### src/rtl/sram_test_pkg.sv
// sram_test_pkg: shared widths, state encoding and helpers for the SRAM pattern tester.
`default_nettype none

package sram_test_pkg;

   localparam int ADDR_W = 18;
   localparam int DATA_W = 16;
   localparam int RD_LAT = 3;

   // Fibonacci taps 16,14,13,11 expressed as bit positions 15,13,12,10.
   localparam logic [DATA_W-1:0] LFSR_TAPS    = 16'hB400;
   localparam logic [DATA_W-1:0] SEED_DEFAULT = 16'hACE1;

   typedef enum logic [2:0] {
      IDLE  = 3'd0,
      WR    = 3'd1,
      RD    = 3'd2,
      DRAIN = 3'd3,
      FIN   = 3'd4
   } state_e;

   function automatic logic [ADDR_W-1:0] sat_inc(input logic [ADDR_W-1:0] v);
      return (&v) ? v : v + ADDR_W'(1);
   endfunction

endpackage

`default_nettype wire

### src/rtl/sram_lfsr16.sv
// sram_lfsr16: 16-bit Fibonacci LFSR pattern generator with load (priority) and step.
`default_nettype none

module sram_lfsr16
   import sram_test_pkg::*;
(
   input  logic              clk,
   input  logic              rst_n,
   input  logic              load_i,
   input  logic              step_i,
   input  logic [DATA_W-1:0] seed_i,
   output logic [DATA_W-1:0] q_o
);

   logic [DATA_W-1:0] q_q;

   always_ff @(posedge clk or negedge rst_n) begin
      if (!rst_n) begin
         q_q <= '0;
      end else if (load_i) begin
         q_q <= seed_i;
      end else if (step_i) begin
         q_q <= {q_q[DATA_W-2:0], ^(q_q & LFSR_TAPS)};
      end
   end

   assign q_o = q_q;

endmodule

`default_nettype wire

### src/rtl/sram_test_seq.sv
// sram_test_seq: writes an LFSR pattern to SRAM, reads it back and counts mismatches.
// Optional first-fail log enabled by defining SRAM_TEST_ERRLOG_EN.
`default_nettype none

module sram_test_seq
   import sram_test_pkg::*;
(
   input  logic              clk,
   input  logic              rst_n,
   input  logic              start_i,
   input  logic [DATA_W-1:0] seed_i,
   input  logic [ADDR_W-1:0] base_addr_i,
   input  logic [ADDR_W-1:0] len_i,
   output logic              busy_o,
   output logic              done_o,
   output logic              pass_o,
   output logic [ADDR_W-1:0] err_cnt_o,
   output logic              mem_o,
   output logic              rw_o,
   output logic [ADDR_W-1:0] addr_o,
   output logic [DATA_W-1:0] data_f2s_o,
   input  logic              ready_i,
   input  logic [DATA_W-1:0] data_s2f_r_i,
   output logic [ADDR_W-1:0] fail_addr_o,
   output logic [DATA_W-1:0] fail_exp_o,
   output logic [DATA_W-1:0] fail_act_o
);

   state_e            state_q;
   logic [ADDR_W-1:0] base_q, len_q, idx_q, err_cnt_q, addr_q;
   logic [DATA_W-1:0] seed_q, data_q;
   logic              busy_q, done_q, pass_q, mem_q, rw_q;
   logic [RD_LAT-1:0] tag_v_q;
   logic [DATA_W-1:0] tag_exp_q [RD_LAT];

   logic [DATA_W-1:0] lfsr_q, seed_eff, lfsr_seed;
   logic              accept, last_word, launch, lfsr_load, mismatch;

   assign accept    = mem_q & ready_i;
   assign last_word = (idx_q == len_q - ADDR_W'(1));
   assign launch    = (state_q == IDLE) && start_i;
   assign seed_eff  = (seed_i == '0) ? SEED_DEFAULT : seed_i;
   assign lfsr_seed = (state_q == IDLE) ? seed_eff : seed_q;
   assign lfsr_load = launch || ((state_q == WR) && accept && last_word);
   assign mismatch  = tag_v_q[RD_LAT-1] && (data_s2f_r_i != tag_exp_q[RD_LAT-1]);

   sram_lfsr16 u_lfsr (
      .clk    (clk),
      .rst_n  (rst_n),
      .load_i (lfsr_load),
      .step_i (accept),
      .seed_i (lfsr_seed),
      .q_o    (lfsr_q)
   );

   always_ff @(posedge clk or negedge rst_n) begin
      if (!rst_n) begin
         state_q   <= IDLE;
         base_q    <= '0;
         len_q     <= '0;
         idx_q     <= '0;
         err_cnt_q <= '0;
         addr_q    <= '0;
         seed_q    <= '0;
         data_q    <= '0;
         busy_q    <= 1'b0;
         done_q    <= 1'b0;
         pass_q    <= 1'b0;
         mem_q     <= 1'b0;
         rw_q      <= 1'b0;
         tag_v_q   <= '0;
         for (int k = 0; k < RD_LAT; k++) tag_exp_q[k] <= '0;
      end else begin
         done_q <= 1'b0;
         // Expected word rides alongside the read so it lines up with the returned data.
         tag_v_q      <= {tag_v_q[RD_LAT-2:0], (state_q == RD) && accept};
         tag_exp_q[0] <= lfsr_q;
         for (int k = 1; k < RD_LAT; k++) tag_exp_q[k] <= tag_exp_q[k-1];
         if (mismatch) err_cnt_q <= sat_inc(err_cnt_q);

         case (state_q)
            IDLE: begin
               if (start_i) begin
                  base_q    <= base_addr_i;
                  len_q     <= len_i;
                  seed_q    <= seed_eff;
                  idx_q     <= '0;
                  err_cnt_q <= '0;
                  pass_q    <= 1'b0;
                  busy_q    <= 1'b1;
                  state_q   <= (len_i == '0) ? FIN : WR;
               end
            end
            WR, RD: begin
               if (mem_q) begin
                  if (ready_i) begin
                     mem_q <= 1'b0;
                     idx_q <= last_word ? '0 : idx_q + ADDR_W'(1);
                     if (last_word) state_q <= (state_q == WR) ? RD : DRAIN;
                  end
               end else begin
                  mem_q  <= 1'b1;
                  rw_q   <= (state_q == RD);
                  addr_q <= base_q + idx_q;
                  if (state_q == WR) data_q <= lfsr_q;
               end
            end
            DRAIN: begin
               if (tag_v_q[RD_LAT-2:0] == '0) state_q <= FIN;
            end
            FIN: begin
               done_q  <= 1'b1;
               pass_q  <= (err_cnt_q == '0);
               busy_q  <= 1'b0;
               state_q <= IDLE;
            end
            default: state_q <= IDLE;
         endcase
      end
   end

`ifdef SRAM_TEST_ERRLOG_EN
   logic [ADDR_W-1:0] tag_addr_q [RD_LAT];
   logic [ADDR_W-1:0] fail_addr_q;
   logic [DATA_W-1:0] fail_exp_q, fail_act_q;

   always_ff @(posedge clk or negedge rst_n) begin
      if (!rst_n) begin
         for (int k = 0; k < RD_LAT; k++) tag_addr_q[k] <= '0;
         fail_addr_q <= '0;
         fail_exp_q  <= '0;
         fail_act_q  <= '0;
      end else begin
         tag_addr_q[0] <= addr_q;
         for (int k = 1; k < RD_LAT; k++) tag_addr_q[k] <= tag_addr_q[k-1];
         if (launch) begin
            fail_addr_q <= '0;
            fail_exp_q  <= '0;
            fail_act_q  <= '0;
         end else if (mismatch && (err_cnt_q == '0)) begin
            fail_addr_q <= tag_addr_q[RD_LAT-1];
            fail_exp_q  <= tag_exp_q[RD_LAT-1];
            fail_act_q  <= data_s2f_r_i;
         end
      end
   end

   assign fail_addr_o = fail_addr_q;
   assign fail_exp_o  = fail_exp_q;
   assign fail_act_o  = fail_act_q;
`else
   assign fail_addr_o = '0;
   assign fail_exp_o  = '0;
   assign fail_act_o  = '0;
`endif

   assign busy_o     = busy_q;
   assign done_o     = done_q;
   assign pass_o     = pass_q;
   assign err_cnt_o  = err_cnt_q;
   assign mem_o      = mem_q;
   assign rw_o       = rw_q;
   assign addr_o     = addr_q;
   assign data_f2s_o = data_q;

endmodule

`default_nettype wire

### config.mk
export PLATFORM = sky130hd
export DESIGN_NAME = sram_test_seq
export DESIGN_NICKNAME = d
export VERILOG_FILES = /design/src/rtl/sram_test_pkg.sv /design/src/rtl/sram_lfsr16.sv /design/src/rtl/sram_test_seq.sv
export SDC_FILE = /design/constraint.sdc
export NUM_CORES = 1
export LEC_CHECK = 0
export BUFFER_PORTS_ARGS = -buffer_cell sky130_fd_sc_hd__buf_2
export CORE_ASPECT_RATIO = 1.25
export CORE_UTILIZATION = 30
export CTS_CLUSTER_SIZE = 28
export DETAILED_ROUTE_END_ITERATION = 7
export HOLD_SLACK_MARGIN = 0.06
export PLACE_DENSITY = 0.6
export SETUP_SLACK_MARGIN = 0.05
export SYNTH_ARGS = -nofsm -noshare
export SYNTH_HDL_FRONTEND = slang
export SYNTH_SLANG_ARGS = --single-unit
### constraint.sdc
create_clock -name clk -period 5.25 [get_ports clk]
set_input_delay 1.575 -clock clk [delete_from_list [all_inputs] [get_ports clk]]
set_output_delay 1.575 -clock clk [all_outputs]
set_load 0.1 [all_outputs]
# After elaboration in Yosys (flattened, before gate mapping)

Cells that the tools add are included.

Register bits: 197
Bits of input ports: 72
Logic and storage cells: 86

Reductions and logical operators: 23
Bitwise logic cells: 2
Add/subtract/negate cells: 4
Equality and inequality tests: 11
Muxes and demuxes: 28

Operator list:

| operator                | count |
|---|---|
| $mux W18                | 8 |
| $mux W16                | 4 |
| $add A18 B1 Y18 const B | 2 |
| $logic_not A18 Y1       | 2 |
| $pmux W18 S2            | 1 |
| $add A18 B18 Y18        | 1 |
| $eq A18 B18 Y1          | 1 |
| $mux W3                 | 6 |
| $reduce_and A18 Y1      | 1 |
| $sub A18 B1 Y18 const B | 1 |
| $logic_not A16 Y1       | 1 |
| $ne A16 B16 Y1          | 1 |
| $reduce_xor A16 Y1      | 1 |
| $ne A2 B2 Y1 const B    | 5 |
| $pmux W3 S3             | 1 |
| $eq A3 B2 Y1 const B    | 2 |
| $mux W1                 | 6 |
| $reduce_and A2 Y1       | 3 |
| $reduce_bool A2 Y1      | 3 |
| $logic_and A1 B1 Y1     | 5 |
| $reduce_and A5 Y1       | 1 |
| $pmux W1 S2             | 2 |
| $reduce_and A4 Y1       | 1 |
| $eq A3 B1 Y1 const B    | 1 |
| 8 further kinds         | 8 |

# Depth between registers and ports, before layout

Gate-level depths: netlist (run 1).

Depth after elaboration: 6
Gate-level depth with buffers: 11
Depth with buffers taken out: 11

# Cells and area by module

Synthesis (run 1) repeated with hierarchy kept, for this count alone.

Cell total of the unflattened synthesis: 1000
Area total of the unflattened synthesis: 9890.7 µm²

By module, submodules not included:

| module        | cells each | sequential area each (µm²) | area an instance (µm²) | times used |
|---|---|---|---|---|
| sram_test_seq | 927        | 4529.3                     | 9110.0                 | 1 |
| sram_lfsr16   | 73         | 400.4                      | 780.7                  | 1 |

# Worst setup path after synthesis (run 1)

Ideal clock, no wire load.

Path type: reg-to-reg
From: register err_cnt_q[1] (netlist: err_cnt_o[1])
To: register err_cnt_q[14] (netlist: err_cnt_o[14])
Clock period less this slack: 3185 ps
Path slack: 2065 ps
Arrival time: 3054 ps
Cell stages (with the launch flop): 10
Setup time: 132 ps
Path through: dfrtp_1 ha_1 nand3_1 nor2_1 nand2_1 o311ai_1 clkbuf_1 nor3_1 xnor2_1 nor2_1

Longest elaborated chain between the ends: 5
Elaborated cells between the ends (all ways): 6

Ends and longest elaborated chain:

| element                                                      | line                | text |
|---|---|---|
| start, declared                                              | sram_test_seq.sv:30 | `logic [ADDR_W-1:0] base_q, len_q, idx_q, err_cnt_q, addr_q;` |
| start signal, assigned                                       | sram_test_seq.sv:79 | `if (mismatch) err_cnt_q <= sat_inc(err_cnt_q);` |
| $add A18 B1 Y18 / $reduce_and A18 Y1 (equally long branches) | sram_test_pkg.sv:23 | `return (&v) ? v : v + ADDR_W'(1);` |
| $mux W18 (*)                                                 | sram_test_pkg.sv:23 |  |
| $mux W18 (*)                                                 | sram_test_seq.sv:79 |  |
| $mux W18                                                     | sram_test_seq.sv:83 | `if (start_i) begin` |
| $mux W18 (*)                                                 | sram_test_seq.sv:81 | `case (state_q)` |

Mark *: on every way between the ends. The rest lies on a longest branch, timed or not.
A chain may end at the register's enable or synchronous reset.

# Worst setup path in the final report (run 1)

From: register len_q[2]
To: register u_lfsr.q_q[8] (netlist: u_lfsr.q_o[8])

Longest elaborated chain between the ends: 5
Elaborated cells between the ends (all ways): 6

Ends and longest elaborated chain:

| element                                               | line                | text |
|---|---|---|
| start, declared                                       | sram_test_seq.sv:30 |  |
| start signal, assigned                                | sram_test_seq.sv:85 | `len_q <= len_i;` |
| $sub A18 B1 Y18 (*)                                   | sram_test_seq.sv:40 | `assign last_word = (idx_q == len_q - ADDR_W'(1));` |
| $eq A18 B18 Y1 (*)                                    | sram_test_seq.sv:40 |  |
| $logic_and A1 B1 Y1 (*)                               | sram_test_seq.sv:44 | `assign lfsr_load = launch \|\| ((state_q == WR) && accept && last_word);` |
| $logic_or A1 B1 Y1 (*)                                | sram_test_seq.sv:44 |  |
| $mux W16 / $reduce_bool A2 Y1 (equally long branches) | -                   |  |
| end signal, assigned                                  | sram_lfsr16.sv:21   | `q_q <= seed_i;` |
| end signal, assigned                                  | sram_lfsr16.sv:23   | `q_q <= {q_q[DATA_W-2:0], ^(q_q & LFSR_TAPS)};` |
| end, declared                                         | sram_lfsr16.sv:15   | `logic [DATA_W-1:0] q_q;` |

Marks and branches as above.

==> tab_implementation.tex, run 1 <==
\begin{tabular}{lr}
\hline
Metric & Value \\
\hline
\multicolumn{2}{l}{\textbf{Outcome}} \\
\quad Outcome & finished, final reports clean \\
\multicolumn{2}{l}{\textbf{Critical path}} \\
\quad Data required, critical path & $\sim$5600 ps \\
\quad Signal arrival time at the worst endpoint & $\sim$3700 ps \\
\quad Critical Path Sink Type & register \\
\quad Startpoint types & register \\
\quad Critical path class & reg2reg \\
\quad Largest fanout of any net on the critical path & 16 \\
\multicolumn{2}{l}{\textbf{Timing}} \\
\quad RSZ-0062 raised after global routing & no \\
\quad Post-layout min period & roughly 3300 ps \\
\quad Maximum operating frequency & roughly 300 MHz \\
\quad Slew margin rel. & approximately 40\% \\
\quad Skew final & $\sim$11 ps \\
\quad Final hold violation count & 0 \\
\quad Final number of max-transition violations & 0 \\
\quad Setup Viol. Count Final & 0 \\
\quad Transition time at the pin with the least slew margin & $\sim$900 ps \\
\quad Total negative slack for setup checks & 0 ps \\
\quad Post-route fraction of the period consumed by the critical path & 63.3\% \\
\multicolumn{2}{l}{\textbf{Clock network}} \\
\quad Post-cts repair resize count & 0 \\
\quad Number of buffers added for setup after CTS & 0 \\
\quad Number of clock buffers inserted by TritonCTS & 17 \\
\quad Clock latency at the later pin of the worst-skew pair & around 440 ps \\
\quad Clock sink count & roughly 200 \\
\quad CTS max path bufs & 2 \\
\quad H-Tree Depth & 4 \\
\quad Clock root buffer & clkbuf\_16 \\
\quad Clock-pin slew of the registers on the worst-case setup and hold paths & 80 ps \\
\quad TritonCTS clock tree & done \\
\quad Hold\_buf cts & 0 \\
\multicolumn{2}{l}{\textbf{Placed design}} \\
\quad Placed wire-length estimate after detailed placement & around 16000 um \\
\quad GPL Wtd Cong & between 0.8 and 0.9 \\
\quad Quantity of I/O buffers inserted on ports & between 100 and 150 \\
\multicolumn{2}{l}{\textbf{Routing}} \\
\quad DR vias & just under 7000 \\
\quad Routed wire length & 21600 um \\
\quad Mean number of vias per cell & roughly 4.7 \\
\quad Initial DRC count & roughly 350 \\
\quad Routed wire length per instance & $\sim$15 um \\
\quad Routed Antenna Nets & 0 \\
\quad Final routed DRC violation total & 0 \\
\quad Number of iterations in the first detailed-routing pass & 4 \\
\multicolumn{2}{l}{\textbf{Floorplanning}} \\
\quad Vertical die dimension & $\sim$200 um \\
\quad Core box area & about 32000 um2 \\
\quad Count of standard-cell rows & between 70 and 80 \\
\quad Total I/O pin count & between 150 and 200 \\
\quad Die Area & between 30000 and 40000 um2 \\
\quad Overall die width & 163 um \\
\quad Starting Density & around 30\% \\
\multicolumn{2}{l}{\textbf{Synth}} \\
\quad Mapped Area & around 10000 um2 \\
\quad Number of library cell types mapped by synthesis & 64 \\
\quad Sequential fraction of the synthesis area & 50.7\% \\
\quad Top\_reg\_cell synth & dfrtp\_1 \\
\quad Syn\_area\_per\_cell & around 11 um2 \\
\quad FFs w/ async S/R, synth & 100\% \\
\quad Post-synthesis cell count & around 890 \\
\quad Yosys warning total & 0 \\
\quad Count of flip-flops with a built-in enable after synthesis & 0 \\
\quad Post-synthesis register bit count & between 150 and 200 \\
\multicolumn{2}{l}{\textbf{Cells and area}} \\
\quad Number of nets in the layout & around 1100 \\
\quad Area added between synthesis and finish & 15.5\% \\
\quad Ant. Diodes & 0 \\
\quad Most frequent standard cell in the layout excluding fill and tap cells & dfrtp\_1 \\
\quad Commonest cells after routing, fill and taps aside & 197 x dfrtp\_1, 127 x buf\_2, 75 x nor2\_1 \\
\quad Fraction of layout instances using a drive strength above 1 & 23.0\% \\
\multicolumn{2}{l}{\textbf{Worst hold path}} \\
\quad Path category of the worst min-delay check & reg2reg \\
\multicolumn{2}{l}{\textbf{Pwr}} \\
\quad Max IR drop VDD & $\sim$360 uV \\
\quad Ratio of total power to cell area & 593 nW/um2 \\
\quad Total power & about 6.7 mW \\
\quad Leak Pwr & between 5 and 6 nW \\
\multicolumn{2}{l}{\textbf{GRT}} \\
\quad Vias in the first global route & around 6500 \\
\quad Gr ovfl total & 0 \\
\quad Largest net degree at the start of global routing & approximately 110 \\
\quad GR Util All Layers & a little over an eighth \\
\quad Antenna violations before repair & 0 \\
\quad Wire length of the first global-routing pass & approximately 35000 um \\
\multicolumn{2}{l}{\textbf{Job}} \\
\quad Maxcap violations & 0 \\
\hline
\end{tabular}
[final cells by class]
type | instances | area (um2)
multi-input cells | 641 | 4370
clock buffers | 20 | 457
flip-flops and latches | 197 | 4930
repair buffers | 137 | 729
well taps | 412 | 515
fillers | 3197 | 20700
clock inverters | 12 | 118
inverters | 26 | 97.6
[logic make-up (layout without fill, tap and decap cells)]
logic type | Yosys count | count (layout) | synth area share [%]
flops | 197 | 197 | 50.7
fa+ha+maj | 22 | 22 | 2.91
xor+xnor | 76 | 76 | 6.85
simple gates | 275 | 275 | 14.6
compound gates | 118 | 118 | 7.52
mux | 100 | 100 | 11.0
other cells | 1 | 50 | 0.0386
buf+inv | 105 | 195 | 6.25
[per-stage QoR]
stage          hold slack [ps]  instances  cell area (um2)  worst slack [ps]  util (%)
3_3_place_gp               334       1412            10600              1800      33.4
4_1_cts                    351       1444            11200              1930      35.2
3_5_place_dp               335       1412            10600              1780      33.4
6_report                   348       1445            11200              1930      35.2
5_1_grt                    356       1445            11200              1680      35.2
2_1_floorplan              331        943             9900              2060         -
[flip-flops by register name, indices dropped and copies added (netlist names)]
| name | flops |
|---|---|
| tag_exp_q | 48 |
| rw_o | 1 |
| state_q | 3 |
| idx_q | 18 |
| len_q | 18 |
| seed_q | 16 |
| done_o | 1 |
| busy_o | 1 |
| data_f2s_o | 16 |
| u_lfsr.q_o | 16 |
| addr_o | 18 |
| base_q | 18 |
| tag_v_q | 3 |
| pass_o | 1 |
| mem_o | 1 |
| err_cnt_o | 18 |
[routing by layer]
metal / global-route usage, % / vias up / share of wire (%)
met5: 0 / - / 0
met4: 4.67 / 0 / 1.7
met3: 2.28 / 20 / 3.3
met2: 22.2 / 159 / 48
met1: 18.3 / 3261 / 47
li1: - / 3283 / -
[final timing paths]
check | endpoint | slack (ps) | cells after the start | start
hold reg to reg | tag_exp_q[0] | 350 | 0 | tag_exp_q[16]
max in group asynchronous | data_f2s_o[7] | 3030 | 2 | rst_n
hold / removal | tag_exp_q[0] | 350 | 0 | tag_exp_q[16]
setup / recovery | u_lfsr.q_o[8] | 1930 | 8 | len_q[2]
min in group asynchronous | err_cnt_o[11] | 1270 | 1 | rst_n
setup reg to reg | u_lfsr.q_o[8] | 1930 | 8 | len_q[2]
[worst max-delay path: stages, from the launching register on]
cell and delay [ps]:
dfrtp_1 480, or4_4 600, nor4b_1 400, and4b_1 250, a31oi_1 260, nor4_2 110
nand3b_1 140, a211o_1 700, mux2i_1 290
[Yosys cell counts (20+ instances only)]
library cell  instances  area, um2
o21ai_0              39        195
ha_1                 21        263
a21oi_1              34        170
nor3_1               24        120
nor2_1               75        282
inv_1                26       97.6
mux2_2               57        642
nand3_1              20        100
dfrtp_1             197       4930
xor2_1               41        359
xnor2_1              35        307
clkbuf_1             24       90.1
buf_4                50        375
mux2i_1              43        430
nand2_1              62        233
[report_power, final]
group          total (mW)  switching, mW  leakage (nW)  internal, mW
sequential           2.63          0.505          2.42          2.13
clock                1.27          0.617         0.279         0.650
combinational        2.75           1.95          2.61         0.801
Power figures use the tool's default switching activity.
==> run 2: changes to the inputs <==
--- a/config.mk
+++ b/config.mk
@@ -11,7 +11,7 @@
 export CTS_CLUSTER_SIZE = 28
 export DETAILED_ROUTE_END_ITERATION = 7
 export HOLD_SLACK_MARGIN = 0.06
-export PLACE_DENSITY = 0.6
+export PLACE_DENSITY = 0.62
 export SETUP_SLACK_MARGIN = 0.05
 export SYNTH_ARGS = -nofsm -noshare
 export SYNTH_HDL_FRONTEND = slang
==> constraint.sdc (replaced) <==
create_clock -name clk -period 2.7 [get_ports clk]
set_input_delay 0.81 -clock clk [delete_from_list [all_inputs] [get_ports clk]]
set_output_delay 0.81 -clock clk [all_outputs]
set_load 0.1 [all_outputs]
==> tab_implementation.tex, run 2 (synthesis results as in run 1) <==
\begin{tabular}{lr}
\hline
Metric & Value \\
\hline
\multicolumn{2}{l}{\textbf{Timing}} \\
\quad Post-route fraction of the period consumed by the critical path & 103\% (was 63.3\%) \\
\quad Skew final & 12.0 ps (was 11.2 ps) \\
\quad Final hold violation count & 0 (unchanged) \\
\quad Minimum setup slack in the final design & -74.9 ps (was 1930 ps) \\
\quad Transition time at the pin with the least slew margin & 567 ps (was 900 ps) \\
\quad Post-layout min period & 2770 ps (was 3320 ps) \\
\quad Setup Viol. Count Final & 16 (was 0) \\
\quad RSZ-0062 raised after global routing & yes (was no) \\
\quad Maximum operating frequency & 360 MHz (was 301 MHz) \\
\quad Final number of max-transition violations & 0 (unchanged) \\
\quad Slew margin rel. & 62.2\% (was 40.0\%) \\
\quad Total negative slack for setup checks & -871 ps (was 0 ps) \\
\multicolumn{2}{l}{\textbf{GRT}} \\
\quad Gr ovfl total & 0 (unchanged) \\
\quad Vias in the first global route & 6910 (was 6468) \\
\quad GR Util All Layers & 14.3\% (was 13.6\%) \\
\quad Wire length of the first global-routing pass & 36600 um (was 35200 um) \\
\quad Largest net degree at the start of global routing & 64 (was 107) \\
\quad Antenna violations before repair & 0 (unchanged) \\
\multicolumn{2}{l}{\textbf{Cells and area}} \\
\quad Post-layout utilization of the core & 37.0\% (was 35.2\%) \\
\quad Most frequent standard cell in the layout excluding fill and tap cells & dfrtp\_1 (unchanged) \\
\quad Ant. Diodes & 0 (unchanged) \\
\quad Fraction of layout instances using a drive strength above 1 & 28.6\% (was 23.0\%) \\
\quad Number of fill cells & 3122 (was 3197) \\
\quad Most flop-heavy register & tag\_exp\_q (unchanged) \\
\quad Area added between synthesis and finish & 21.3\% (was 15.5\%) \\
\quad Footprint of the flip-flops and latches & 4950 um2 (was 4930 um2) \\
\quad Commonest cells after routing, fill and taps aside & 186 x dfrtp\_1, 127 x buf\_2, 75 x nor2\_1 (was 197 x dfrtp\_1, 127 x buf\_2, 75 x nor2\_1) \\
\quad Area taken by multi-input logic gates & 4430 um2 (was 4370 um2) \\
\quad Number of flip-flops in the largest register & 48 (unchanged) \\
\quad Number of nets in the layout & 1169 (was 1114) \\
\multicolumn{2}{l}{\textbf{Routing}} \\
\quad Number of iterations in the first detailed-routing pass & 6 (was 4) \\
\quad Mean number of vias per cell & 4.70 (was 4.65) \\
\quad Final routed DRC violation total & 0 (unchanged) \\
\quad Routed Antenna Nets & 0 (unchanged) \\
\quad Routed wire length per instance & 15.2 um (was 14.9 um) \\
\quad Initial DRC count & 367 (was 347) \\
\quad DR vias & 7046 (was 6723) \\
\quad Routed wire length & 22800 um (was 21600 um) \\
\multicolumn{2}{l}{\textbf{Placed design}} \\
\quad Setup Slack @ Placement & -144 ps (was 1780 ps) \\
\quad Quantity of I/O buffers inserted on ports & 128 (unchanged) \\
\quad Placed wire-length estimate after detailed placement & 17300 um (was 16100 um) \\
\quad GPL Wtd Cong & 0.796 (was 0.810) \\
\multicolumn{2}{l}{\textbf{Critical path}} \\
\quad Data required, critical path & 3020 ps (was 5600 ps) \\
\quad Startpoint types & register (unchanged) \\
\quad Critical Path Sink Type & register (unchanged) \\
\quad Critical path class & reg2reg (unchanged) \\
\quad Largest fanout of any net on the critical path & 16 (unchanged) \\
\quad Signal arrival time at the worst endpoint & 3100 ps (was 3670 ps) \\
\multicolumn{2}{l}{\textbf{Clock network}} \\
\quad Clock-pin slew of the registers on the worst-case setup and hold paths & 80 ps (about the same) \\
\quad H-Tree Depth & 4 (unchanged) \\
\quad Hold\_buf cts & 0 (unchanged) \\
\quad CTS max path bufs & 2 (unchanged) \\
\quad TritonCTS clock tree & done (unchanged) \\
\quad Clock latency at the later pin of the worst-skew pair & 450 ps (was 440 ps) \\
\quad Number of clock buffers inserted by TritonCTS & 17 (unchanged) \\
\quad Clock sink count & 197 (unchanged) \\
\quad Clock root buffer & clkbuf\_16 (unchanged) \\
\multicolumn{2}{l}{\textbf{Floorplanning}} \\
\quad Count of standard-cell rows & 73 (unchanged) \\
\quad Starting Density & 30.5\% (unchanged) \\
\quad Core box area & 31900 um2 (unchanged) \\
\quad Die Area & 33100 um2 (unchanged) \\
\quad Total I/O pin count & 179 (unchanged) \\
\quad Overall die width & 163 um (unchanged) \\
\quad Vertical die dimension & 203 um (unchanged) \\
\multicolumn{2}{l}{\textbf{Pwr}} \\
\quad Ratio of total power to cell area & 1140 nW/um2 (was 593 nW/um2) \\
\quad Max IR drop VDD & 737 uV (was 362 uV) \\
\quad Leak Pwr & 5.61 nW (was 5.31 nW) \\
\quad Total power & 13.5 mW (was 6.65 mW) \\
\multicolumn{2}{l}{\textbf{Outcome}} \\
\quad Outcome & finished, violations left (was finished, final reports clean) \\
\quad Violations in the final reports & negative setup slack \\
\multicolumn{2}{l}{\textbf{Worst hold path}} \\
\quad Path category of the worst min-delay check & in2async (was reg2reg) \\
\multicolumn{2}{l}{\textbf{Job}} \\
\quad Maxcap violations & 0 (unchanged) \\
\hline
\end{tabular}
run 2: cell count changes in the layout (fill, tap and decap cells not counted), moves of 3 or more:
cell      before  now
dfrtp_1      197  186
inv_8          1    4
buf_4          8   55
clkinv_4       4    1
buf_12         1    6
dfrtp_2        0   10
run 2: area by class of cell:
cell class / count / area share (%)
clock buffers: 18 / 3.64
clock inverters: 14 / 1.37
inverters: 26 / 0.828
multi-input cells: 642 / 37.6
flip-flops and latches: 197 / 42.0
well taps: 412 / 4.38
repair buffers: 191 / 10.2
run 2: worst max-delay path, cell delays in order, from the launching register on:
cell and delay, ps:
dfrtp_1 420, nor4_4 330, nand4_2 200, o31a_1 320, a311o_1 340, nor4_2 200
nand3b_1 160, a211o_1 360, buf_12 170, mux2i_1 130
run 2: where the power goes:
part	switching (mW)	total [mW]	internal, mW
Clock	1.26	2.58	1.32
Combinational	4.05	5.89	1.84
Sequential	0.841	4.99	4.15
Total	6.14	13.5	7.31
run 2: layer usage:
metal	routed length (um)	GRT usage, %	vias up
li1	-	-	3399
met2	11400	24.3	181
met5	0	0	-
met4	406	4.71	0
met3	773	2.34	25
met1	10200	18.4	3441
run 2: metrics by stage:
stage	hold slack [ps]	instance area, um2	cells
3_5_place_dp	335	11100	1465
6_report	349	11800	1500
3_3_place_gp	332	11100	1465
2_1_floorplan	331	9920	943
5_1_grt	354	11800	1500
4_1_cts	352	11700	1499
run 2: timing repair:
item,4_1_cts,5_1_grt
endpoints found under the setup margin,33,35
gates cloned,0,1
pin swaps,3,1
setup buffers,2,0
gates resized for setup,7,7
run 2: final timing paths:
path	startpoint	to	slack, ps	cells after the start
min	rst_n	tag_exp_q[22]	350	1
max	len_q[5]	u_lfsr.q_o[7]	-70	9
min in group clk	tag_exp_q[16]	tag_exp_q[0]	350	0
max in group asynchronous	rst_n	u_lfsr.q_o[8]	1620	2
max reg2reg	len_q[5]	u_lfsr.q_o[7]	-70	9
min reg2reg	tag_exp_q[16]	tag_exp_q[0]	350	0
==> run 3: changes to the inputs <==
--- a/config.mk
+++ b/config.mk
@@ -5,6 +5,7 @@
 export SDC_FILE = /design/constraint.sdc
 export NUM_CORES = 1
 export LEC_CHECK = 0
+export ABC_AREA = 1
 export BUFFER_PORTS_ARGS = -buffer_cell sky130_fd_sc_hd__buf_2
 export CORE_ASPECT_RATIO = 1.25
 export CORE_UTILIZATION = 30
==> tab_implementation.tex, run 3 <==
\begin{tabular}{lr}
\hline
Metric & Value \\
\hline
\multicolumn{2}{l}{\textbf{Timing}} \\
\quad Final number of max-transition violations & 0 (unchanged) \\
\quad RSZ-0062 raised after global routing & no (was yes) \\
\quad Minimum setup slack in the final design & 352 ps (was -74.9 ps) \\
\quad Skew final & 11.6 ps (was 12.0 ps) \\
\quad Post-layout min period & 2350 ps (was 2770 ps) \\
\quad Total negative slack for setup checks & 0 ps (was -871 ps) \\
\quad Maximum operating frequency & 426 MHz (was 360 MHz) \\
\quad Worst hold margin & 349 ps (about the same) \\
\quad Setup Viol. Count Final & 0 (was 16) \\
\quad Transition time at the pin with the least slew margin & 695 ps (was 567 ps) \\
\quad Slew margin rel. & 53.4\% (was 62.2\%) \\
\quad Final hold violation count & 0 (unchanged) \\
\quad Post-route fraction of the period consumed by the critical path & 87.0\% (was 103\%) \\
\multicolumn{2}{l}{\textbf{Floorplanning}} \\
\quad Die Area & 35100 um2 (was 33100 um2) \\
\quad Overall die width & 168 um (was 163 um) \\
\quad Count of standard-cell rows & 75 (was 73) \\
\quad Vertical die dimension & 209 um (was 203 um) \\
\quad Starting Density & 30.6\% (was 30.5\%) \\
\quad Total I/O pin count & 179 (unchanged) \\
\quad Core box area & 33700 um2 (was 31900 um2) \\
\multicolumn{2}{l}{\textbf{Synth}} \\
\quad Most frequent cells after synthesis & 322 x nand2\_1, 197 x dfrtp\_1, 121 x inv\_1, 110 x o21ai\_0, 94 x nor2\_1 (was 197 x dfrtp\_1, 75 x nor2\_1, 62 x nand2\_1, 57 x mux2\_2, 50 x buf\_4) \\
\quad Yosys warning total & 0 (unchanged) \\
\quad Largest cells by area after synthesis & dfrtp\_1 48\%, nand2\_1 12\%, o21ai\_0 5.3\% (was dfrtp\_1 51\%, mux2\_2 6.6\%, mux2i\_1 4.4\%) \\
\quad Mapped Area & 10300 um2 (was 9710 um2) \\
\quad Post-synthesis cell count & 1265 (was 894) \\
\quad Most frequently used cell type in the post-synthesis netlist & nand2\_1 (was dfrtp\_1) \\
\quad FFs w/ async S/R, synth & 100\% (unchanged) \\
\quad Synth top area share & 47.8\% (was 50.7\%) \\
\quad Sequential fraction of the synthesis area & 47.8\% (was 50.7\%) \\
\quad Yosys top cell by area & dfrtp\_1 (unchanged) \\
\quad Count of flip-flops with a built-in enable after synthesis & 0 (unchanged) \\
\quad Post-synthesis register bit count & 197 (unchanged) \\
\quad Number of library cell types mapped by synthesis & 48 (was 64) \\
\quad Syn\_area\_per\_cell & 8.15 um2 (was 10.9 um2) \\
\quad Top\_reg\_cell synth & dfrtp\_1 (unchanged) \\
\multicolumn{2}{l}{\textbf{Routing}} \\
\quad Initial DRC count & 481 (was 367) \\
\quad Mean number of vias per cell & 4.52 (was 4.70) \\
\quad Final routed DRC violation total & 0 (unchanged) \\
\quad DR vias & 8270 (was 7046) \\
\quad Routed Antenna Nets & 0 (unchanged) \\
\quad Routed wire length per instance & 13.6 um (was 15.2 um) \\
\quad Routed wire length & 24900 um (was 22800 um) \\
\quad Number of iterations in the first detailed-routing pass & 5 (was 6) \\
\multicolumn{2}{l}{\textbf{GRT}} \\
\quad Gr ovfl total & 0 (unchanged) \\
\quad Wire length of the first global-routing pass & 40800 um (was 36600 um) \\
\quad Largest net degree at the start of global routing & 104 (was 64) \\
\quad Antenna violations before repair & 4 (was 0) \\
\quad Vias in the first global route & 8117 (was 6910) \\
\quad GR Util All Layers & 14.8\% (was 14.3\%) \\
\multicolumn{2}{l}{\textbf{Clock network}} \\
\quad Clock sink count & 197 (unchanged) \\
\quad Clock-pin slew of the registers on the worst-case setup and hold paths & 70 ps (was 80 ps) \\
\quad Clock latency at the later pin of the worst-skew pair & 460 ps (was 450 ps) \\
\quad Number of clock buffers inserted by TritonCTS & 17 (unchanged) \\
\quad Clock root buffer & clkbuf\_16 (unchanged) \\
\quad CTS max path bufs & 2 (unchanged) \\
\quad H-Tree Depth & 4 (unchanged) \\
\quad Number of buffers added for setup after CTS & 0 (was 2) \\
\quad TritonCTS clock tree & done (unchanged) \\
\multicolumn{2}{l}{\textbf{Placed design}} \\
\quad Setup Slack @ Placement & 164 ps (was -144 ps) \\
\quad GPL Wtd Cong & 0.888 (was 0.796) \\
\quad Placed wire-length estimate after detailed placement & 19000 um (was 17300 um) \\
\quad Cell total after placement & 1797 (was 1465) \\
\quad Quantity of I/O buffers inserted on ports & 128 (unchanged) \\
\multicolumn{2}{l}{\textbf{Critical path}} \\
\quad Data required, critical path & 3070 ps (was 3020 ps) \\
\quad Startpoint types & register (unchanged) \\
\quad Critical path class & reg2reg (unchanged) \\
\quad Largest fanout of any net on the critical path & 6 (was 16) \\
\quad Signal arrival time at the worst endpoint & 2720 ps (was 3100 ps) \\
\quad Critical Path Sink Type & register (unchanged) \\
\multicolumn{2}{l}{\textbf{Outcome}} \\
\quad Outcome & finished, final reports clean (was finished, violations left) \\
\multicolumn{2}{l}{\textbf{Pwr}} \\
\quad Ratio of total power to cell area & 1240 nW/um2 (was 1140 nW/um2) \\
\quad Max IR drop VDD & 682 uV (was 737 uV) \\
\quad Leak Pwr & 5.96 nW (was 5.61 nW) \\
\multicolumn{2}{l}{\textbf{Cells and area}} \\
\quad Number of flip-flops in the largest register & 48 (unchanged) \\
\quad Number of nets in the layout & 1487 (was 1169) \\
\quad Most frequent standard cell in the layout excluding fill and tap cells & nand2\_1 (was dfrtp\_1) \\
\quad Most flop-heavy register & tag\_exp\_q (unchanged) \\
\quad Area added between synthesis and finish & 16.0\% (was 21.3\%) \\
\quad Commonest cells after routing, fill and taps aside & 321 x nand2\_1, 196 x dfrtp\_1, 127 x buf\_2 (was 186 x dfrtp\_1, 127 x buf\_2, 75 x nor2\_1) \\
\quad Fraction of layout instances using a drive strength above 1 & 16.1\% (was 28.6\%) \\
\quad Final Instance Count excl. Fillers & 1829 (was 1500) \\
\quad Ant. Diodes & 0 (unchanged) \\
\multicolumn{2}{l}{\textbf{Job}} \\
\quad Maxcap violations & 0 (unchanged) \\
\multicolumn{2}{l}{\textbf{Worst hold path}} \\
\quad Path category of the worst min-delay check & reg2reg (was in2async) \\
\hline
\end{tabular}
run 3: changes by cell type after synthesis, sizes merged, moves of 43 or more:
cell	delta
nand2	+266
inv	+102
nand3	+76
o21ai	+74
mux2	-57
mux2i	-43
run 3: per-layer routing:
| layer | global-route usage (%) | vias up | share of wire (%) |
|---|---|---|---|
| li1 | - | 4228 | - |
| met1 | 18.4 | 3807 | 46 |
| met2 | 25.4 | 197 | 48 |
| met3 | 3.51 | 30 | 4.4 |
| met4 | 4.71 | 8 | 1.6 |
| met5 | 0 | - | 0.18 |
run 3: report_power, final:
group          switching (mW)  internal, mW  leakage (nW)
combinational            5.52          1.73          3.16
clock                    1.28          1.34         0.296
sequential              0.882          4.13          2.51
run 3: kinds of logic after synthesis:
kind of cell,count (synthesis),synth area share [%]
AND/OR/NAND/NOR,599,25.7
XOR/XNOR,58,4.93
flip-flops,197,47.8
buffers and inverters,216,9.96
AO/OA/AOI/OAI,172,8.84
other,1,0.0364
adder cells (fa/ha/maj),22,2.74
run 3: area by class of cell:
class	count	area, um2
inverters	129	484
fillers	3434	21700
well taps	423	529
flip-flops and latches	197	4930
repair buffers	147	867
clock buffers	17	425
clock inverters	15	181
multi-input cells	901	4540
run 3: worst max-delay path, stage by stage, from the launching register on:
cell	delay, ps
dfrtp_2	430
ha_1	180
inv_1	80
fa_1	400
o21ai_1	230
a21oi_1	160
o21ai_2	230
a21boi_0	140
or2_2	290
a31oi_1	130
run 3: repair_timing:
| action | CTS | global route |
|---|---|---|
| endpoints found under the setup margin | 0 | 2 |
| gates resized for setup | 0 | 2 |
| hold buffers | 0 | 0 |
run 3: worst paths after layout:
path / from / cells past startpoint / slack [ps] / to
max: idx_q[0] / 9 / 350 / addr_o[10]
min: tag_exp_q[24] / 0 / 350 / tag_exp_q[8]
max reg2reg: idx_q[0] / 9 / 350 / addr_o[10]
min reg2reg: tag_exp_q[24] / 0 / 350 / tag_exp_q[8]
max in group asynchronous: rst_n / 2 / 1680 / addr_o[13]
min in group asynchronous: rst_n / 1 / 370 / seed_q[3]
run 3: per-stage QoR:
step,power [mW],area [um2],util [%]
finish,14.9,12000,35.5
detailed placement,12.3,11400,33.7
global route,15.9,12000,35.5
CTS,15.0,12000,35.5
global placement,12.2,11400,33.7
floorplan,10.8,10500,-
